### src/rtl/param_fifo_if.sv
// Handshake/data bundle between a producer/consumer and param_fifo.
// Ports: push/pop/flush/clear_err/data_in are driven by the user (master);
//        data_out, count, status and error flags are driven by the FIFO (slave).
interface param_fifo_if #(
  parameter int WIDTH = 16,
  parameter int DEPTH = 8
);
  localparam int CW = $clog2(DEPTH) + 1;

  logic             push;
  logic             pop;
  logic             flush;
  logic             clear_err;
  logic [WIDTH-1:0] data_in;
  logic [WIDTH-1:0] data_out;
  logic [CW-1:0]    count;
  logic             full;
  logic             empty;
  logic             almost_full;
  logic             almost_empty;
  logic             overflow;
  logic             underflow;

  modport master (
    output push, pop, flush, clear_err, data_in,
    input  data_out, count, full, empty, almost_full, almost_empty,
           overflow, underflow
  );

  modport slave (
    input  push, pop, flush, clear_err, data_in,
    output data_out, count, full, empty, almost_full, almost_empty,
           overflow, underflow
  );
endinterface

### src/rtl/param_fifo.sv
// Parametrised single-clock FIFO with occupancy count, programmable
// almost-full/almost-empty, sticky overflow/underflow and synchronous flush.
// Ports: clk, reset_n (asynchronous, active-high), bus (param_fifo_if.slave).
// Macro FIFO_FWFT_EN: when defined, first-word-fall-through output (head of
// queue shown combinationally); otherwise data_out is registered on each
// accepted pop (one cycle read latency).
module param_fifo #(
  parameter int WIDTH         = 16,
  parameter int DEPTH         = 8,
  parameter int AFULL_THRESH  = 6,
  parameter int AEMPTY_THRESH = 2
) (
  input  logic          clk,
  input  logic          reset_n,
  param_fifo_if.slave   bus
);
  localparam int AW = $clog2(DEPTH);
  localparam int CW = AW + 1;

  logic [WIDTH-1:0] mem [DEPTH];
  logic [AW-1:0]    wr_ptr;
  logic [AW-1:0]    rd_ptr;
  logic [CW-1:0]    count_q;
  logic             overflow_q;
  logic             underflow_q;

  logic full_w;
  logic empty_w;
  logic pop_acc;
  logic push_acc;
  logic push_rej;
  logic pop_rej;

  // Status flags decode the registered count only, so they change just
  // after a clock edge and never glitch on input activity.
  assign full_w  = (count_q == CW'(DEPTH));
  assign empty_w = (count_q == '0);

  // Flush overrides both requests: nothing is accepted or rejected that cycle.
  assign pop_acc  = bus.pop && !empty_w && !bus.flush;
  // A push into a full FIFO is fine when a pop frees the slot on the same edge.
  assign push_acc = bus.push && (!full_w || pop_acc) && !bus.flush;
  assign push_rej = bus.push && !bus.flush && !push_acc;
  assign pop_rej  = bus.pop  && !bus.flush && empty_w;

  // Pointers and occupancy. DEPTH is a power of two, so the natural
  // pointer roll-over gives the modulo-DEPTH wrap with no gap.
  always_ff @(posedge clk or posedge reset_n) begin
    if (reset_n) begin
      wr_ptr  <= '0;
      rd_ptr  <= '0;
      count_q <= '0;
    end else if (bus.flush) begin
      wr_ptr  <= '0;
      rd_ptr  <= '0;
      count_q <= '0;
    end else begin
      if (push_acc) wr_ptr <= wr_ptr + AW'(1);
      if (pop_acc)  rd_ptr <= rd_ptr + AW'(1);
      case ({push_acc, pop_acc})
        2'b10:   count_q <= count_q + CW'(1);
        2'b01:   count_q <= count_q - CW'(1);
        default: count_q <= count_q;
      endcase
    end
  end

  // Storage carries no reset; only slots below count are ever observed.
  always_ff @(posedge clk) begin
    if (push_acc) mem[wr_ptr] <= bus.data_in;
  end

  // Sticky error flags. A fresh error in the clearing cycle keeps the flag set.
  always_ff @(posedge clk or posedge reset_n) begin
    if (reset_n) begin
      overflow_q  <= 1'b0;
      underflow_q <= 1'b0;
    end else if (bus.clear_err) begin
      overflow_q  <= push_rej;
      underflow_q <= pop_rej;
    end else begin
      if (push_rej) overflow_q  <= 1'b1;
      if (pop_rej)  underflow_q <= 1'b1;
    end
  end

`ifdef FIFO_FWFT_EN
  // hold_q tracks the word currently presented so that, once the FIFO
  // drains or is flushed, data_out keeps showing the last head entry.
  logic [WIDTH-1:0] hold_q;

  always_ff @(posedge clk or posedge reset_n) begin
    if (reset_n) begin
      hold_q <= '0;
    end else if (!empty_w) begin
      hold_q <= mem[rd_ptr];
    end
  end

  assign bus.data_out = empty_w ? hold_q : mem[rd_ptr];
`else
  // Registered read: loaded only on an accepted pop, held otherwise.
  logic [WIDTH-1:0] dout_q;

  always_ff @(posedge clk or posedge reset_n) begin
    if (reset_n) begin
      dout_q <= '0;
    end else if (pop_acc) begin
      dout_q <= mem[rd_ptr];
    end
  end

  assign bus.data_out = dout_q;
`endif

  assign bus.count        = count_q;
  assign bus.full         = full_w;
  assign bus.empty        = empty_w;
  assign bus.almost_full  = (count_q >= CW'(AFULL_THRESH));
  assign bus.almost_empty = (count_q <= CW'(AEMPTY_THRESH));
  assign bus.overflow     = overflow_q;
  assign bus.underflow    = underflow_q;

endmodule

### src/flat_wrapper.sv
// flat-port wrapper written by rule: the top's interface ports become plain ports
module param_fifo_flat 
#(
  parameter int WIDTH         = 16,
  parameter int DEPTH         = 8,
  parameter int AFULL_THRESH  = 6,
  parameter int AEMPTY_THRESH = 2
)
  (clk, reset_n, bus_push, bus_pop, bus_flush, bus_clear_err, bus_data_in, bus_data_out, bus_count, bus_full, bus_empty, bus_almost_full, bus_almost_empty, bus_overflow, bus_underflow);
  param_fifo_if #(.WIDTH(WIDTH), .DEPTH(DEPTH)) bus_i ();
  input  logic clk;
  input  logic reset_n;
  input wire logic [$bits(bus_i.push)-1:0] bus_push;
  input wire logic [$bits(bus_i.pop)-1:0] bus_pop;
  input wire logic [$bits(bus_i.flush)-1:0] bus_flush;
  input wire logic [$bits(bus_i.clear_err)-1:0] bus_clear_err;
  input wire logic [$bits(bus_i.data_in)-1:0] bus_data_in;
  output wire logic [$bits(bus_i.data_out)-1:0] bus_data_out;
  output wire logic [$bits(bus_i.count)-1:0] bus_count;
  output wire logic [$bits(bus_i.full)-1:0] bus_full;
  output wire logic [$bits(bus_i.empty)-1:0] bus_empty;
  output wire logic [$bits(bus_i.almost_full)-1:0] bus_almost_full;
  output wire logic [$bits(bus_i.almost_empty)-1:0] bus_almost_empty;
  output wire logic [$bits(bus_i.overflow)-1:0] bus_overflow;
  output wire logic [$bits(bus_i.underflow)-1:0] bus_underflow;
  assign bus_i.push = bus_push;
  assign bus_i.pop = bus_pop;
  assign bus_i.flush = bus_flush;
  assign bus_i.clear_err = bus_clear_err;
  assign bus_i.data_in = bus_data_in;
  assign bus_data_out = bus_i.data_out;
  assign bus_count = bus_i.count;
  assign bus_full = bus_i.full;
  assign bus_empty = bus_i.empty;
  assign bus_almost_full = bus_i.almost_full;
  assign bus_almost_empty = bus_i.almost_empty;
  assign bus_overflow = bus_i.overflow;
  assign bus_underflow = bus_i.underflow;
  param_fifo #(.WIDTH(WIDTH), .DEPTH(DEPTH), .AFULL_THRESH(AFULL_THRESH), .AEMPTY_THRESH(AEMPTY_THRESH)) u_core (.clk(clk), .reset_n(reset_n), .bus(bus_i));
endmodule
### config.mk
export PLATFORM = sky130hd
export DESIGN_NAME = param_fifo_flat
export DESIGN_NICKNAME = d
export VERILOG_FILES = /design/src/rtl/param_fifo_if.sv /design/src/rtl/param_fifo.sv /design/src/flat_wrapper.sv
export SDC_FILE = /design/constraint.sdc
export NUM_CORES = 1
export LEC_CHECK = 0
export CAP_MARGIN = 20
export CORE_MARGIN = 4
export CORE_UTILIZATION = 55
export CTS_CLUSTER_DIAMETER = 40
export DETAILED_ROUTE_END_ITERATION = 7
export PLACE_DENSITY = 0.72
export SYNTH_ARGS = -nofsm -noshare
export SYNTH_HDL_FRONTEND = slang
export SYNTH_SLANG_ARGS = --single-unit
### constraint.sdc
create_clock -name clk -period 4.1 [get_ports clk]
set_clock_uncertainty 0.1 [all_clocks]
set_input_delay 0.82 -clock clk [delete_from_list [all_inputs] [get_ports clk]]
set_output_delay 0.82 -clock clk [all_outputs]
set_load 0.05 [all_outputs]
==> flow_metrics.tcl <==
set metrics [dict create \
    clkSinkCount 156 \
    cts_resized 0 \
    power_density_mw_per_mm2 591 \
    wirelength_um 11500 \
    grt_pass1_vias 3281 \
    synth_seq_area_share_pct 73.6 \
    post_cts_buffers 0 \
    fin_crit_ns 3.47 \
    drv_slew 0 \
    synth_area_mm2 0.00618 \
    synth-compound-area-share_pct 3.71 \
    track_usage_pct 19.6 \
    crit_type "reg -> out" \
    gp_congestion 0.836 \
    crit_chain "or4_1, inv_2, clkdlybuf4s50_1" \
    fmax_ghz 0.288 \
    synth_common_cells "128 x edfxtp_1, 32 x mux4_2, 30 x nor2_1" \
    synthMuxAreaShare_pct 14.4 \
    synth_edf_count 128 \
    num_vias 3162 \
    insertion_delay_ns 0.41 \
    end_kind "output port" \
    synth-simple-area-share_pct 4.80 \
    diodes 0 \
    dieArea_mm2 0.0130 \
    synth_flop_cell "edfxtp_1" \
    required_ns 3.18 \
    arrival_ns 2.55 \
    ys_ff_latch 156 \
    viasPerCell 5.74 \
    start_util_pct 56.5 \
    row_count 38 \
    synthesis.nets 362 \
    critPathTopFamily "buffers and inverters" \
    ios 48 \
    htreeDepth 4 \
    synth_area_leaders "edfxtp_1 62%, mux4_2 12%, dfrtp_1 11%" \
    p_leak_nw 2.53 \
    grt_max_degree 35 \
    tns_ns 0 \
    rsz0062_at_grt "no" \
    yosysMostFrequentCell "edfxtp_1" \
    hpwl_um 7050 \
    first_pass_iters 4 \
    hp-start "u_core.bus.data_out[2]" \
    drc 0 \
    utilization_pct 68.8 \
    grt_antenna_before_repair 0 \
    dpl_cell_area_mm2 0.00686 \
    design.core.area_mm2 0.0109 \
    cts_tree "yes" \
    grt-ovfl-total 0 \
    port_buffers 47 \
    slowest_delay_ns 0.82 \
    path_buf_inv 2 \
    start_kind "register" \
    synth_xor_area_share_pct 0.851 \
    worstPathMaxFanout 10 \
    crit_slowest_cell "clkdlybuf4s50_1" \
    crit_start "u_core.bus.count[0]" \
    syn_inst 336 \
    synthDistinctLibCells 44 \
    synth_top_family_by_area "multiplexers" \
    ant_nets 0 \
    final_cell_area_mm2 0.00752 \
    die_x_um 114 \
    synth_top_area_share_pct 62.2 \
    maxCapViolations 0 \
    cts_buffers 17 \
    drt_iter0_drc 221 \
    async_reset_ff_share_pct 17.9 \
    path_clk_slew_ns 0.06 \
    grt_pass1_wl_um 18500 \
    slew_headroom_pct 41.2 \
    cts_root_buffer "clkbuf_16" \
    worst_pin_slew_ns 0.882 \
    routedWlPerCell_um 20.9 \
    yosysWarnings 0 \
    hold_viol 0 \
    min_path_type "reg -> reg" \
    nets 424 \
    drive_above_1_share_pct 22.1 \
    ir_worst_vdd_mv 0.401 \
    postSynthAreaPerCell_um2 18.4 \
    power_mw 4.44 \
    clockBufferDepth 2 \
    status "finished clean" \
    die_h_um 114 \
    cts_hold_buf 0 \
    finalCritPeriodShare_pct 84.7 \
    synthAdderAreaFrac_pct 0.810 \
    synth_top_area_cell "edfxtp_1" \
    r2r-start "u_core.bus.count[0]" \
    setup_viol 0 \
    area_delta_synth_final_pct 21.8 \
]
==> report_power, final <==
group / internal, mW / switching, mW
registers: 1.82 / 0.0981
logic: 0.338 / 0.526
clock network: 1.07 / 0.592
total: 3.23 / 1.22
==> kinds of logic after synthesis <==
group	after synthesis
AOI/OAI and AO/OA	38
xor gates and xnor gates	6
adders and majority gates	4
buffers and inverters	25
DFF	156
muxes	49
and+or+nand+nor	58
==> tightest hold or removal path: cells and delay by family, from the launching register on <==
kind | cells | cell delay (ns)
flip-flops | 1 | 0.34
AO/OA/AOI/OAI | 1 | 0.10
AND/OR/NAND/NOR | 1 | 0.05
==> state kept, by name (all words and copies together), names as in the netlist <==
name,cells
u_core.bus.count,4
u_core.bus.data_out,16
u_core.bus.overflow,1
u_core.bus.underflow,1
u_core.mem,128
u_core.rd_ptr,3
u_core.wr_ptr,3
==> cells in the final DEF (no fill, tap or decap), types with 2 or more instances in the layout <==
cell type	count
nor4_2	2
clkdlybuf4s50_1	47
nor2_1	29
buf_4	14
nor2b_1	3
nand3_1	3
a31oi_1	2
mux2i_1	17
nor2_2	2
nor3_1	2
edfxtp_1	128
nand2_1	5
o211ai_1	2
dfrtp_2	2
nand3b_1	2
nand2b_1	2
clkbuf_16	17
inv_1	4
clkbuf_8	3
clkinv_2	3
or4b_4	2
o22ai_1	2
a21oi_1	20
ha_1	4
o21ai_1	2
xor2_1	5
dfrtp_1	26
clkinv_4	2
mux4_2	32
bufinv_16	4
o21bai_1	2
==> area by class of cell <==
| type | instances | area [um^2] |
|---|---|---|
| fillers | 717 | 3410 |
| inverters | 6 | 27.5 |
| clock inverters | 11 | 164 |
| flip-flops and latches | 156 | 4550 |
| repair buffers | 62 | 603 |
| clock buffers | 21 | 470 |
| multi-input cells | 155 | 1530 |
| well taps | 140 | 175 |
==> path summary, 6_finish.rpt <==
path,end,slack (ns),cells after the start
min,u_core.bus.data_out[2],0.42,2
min in group asynchronous,u_core.bus.data_out[13],0.76,2
max reg2reg,u_core.bus.count[3],1.50,8
min reg2reg,u_core.bus.data_out[2],0.42,2
max,bus_empty,0.63,3
max in group asynchronous,u_core.rd_ptr[0],2.43,3
==> stage by stage <==
stage,setup slack (ns),cells,hold slack [ns]
3_5_place_dp,0.855,518,0.417
3_3_place_gp,0.899,518,0.404
6_report,0.626,551,0.422
4_1_cts,0.602,550,0.431
5_1_grt,0.520,551,0.457
2_1_floorplan,0.413,336,0.434
==> routing by layer <==
layer | global-route usage (%) | share of wire, % | vias to the layer above
li1 | - | - | 1455
met1 | 26.6 | 41 | 1591
met2 | 30.3 | 51 | 108
met3 | 5.36 | 7.6 | 8
met4 | 8.08 | 1.0 | 0
met5 | 0 | 0 | -
(Power assumes the default switching activity.)
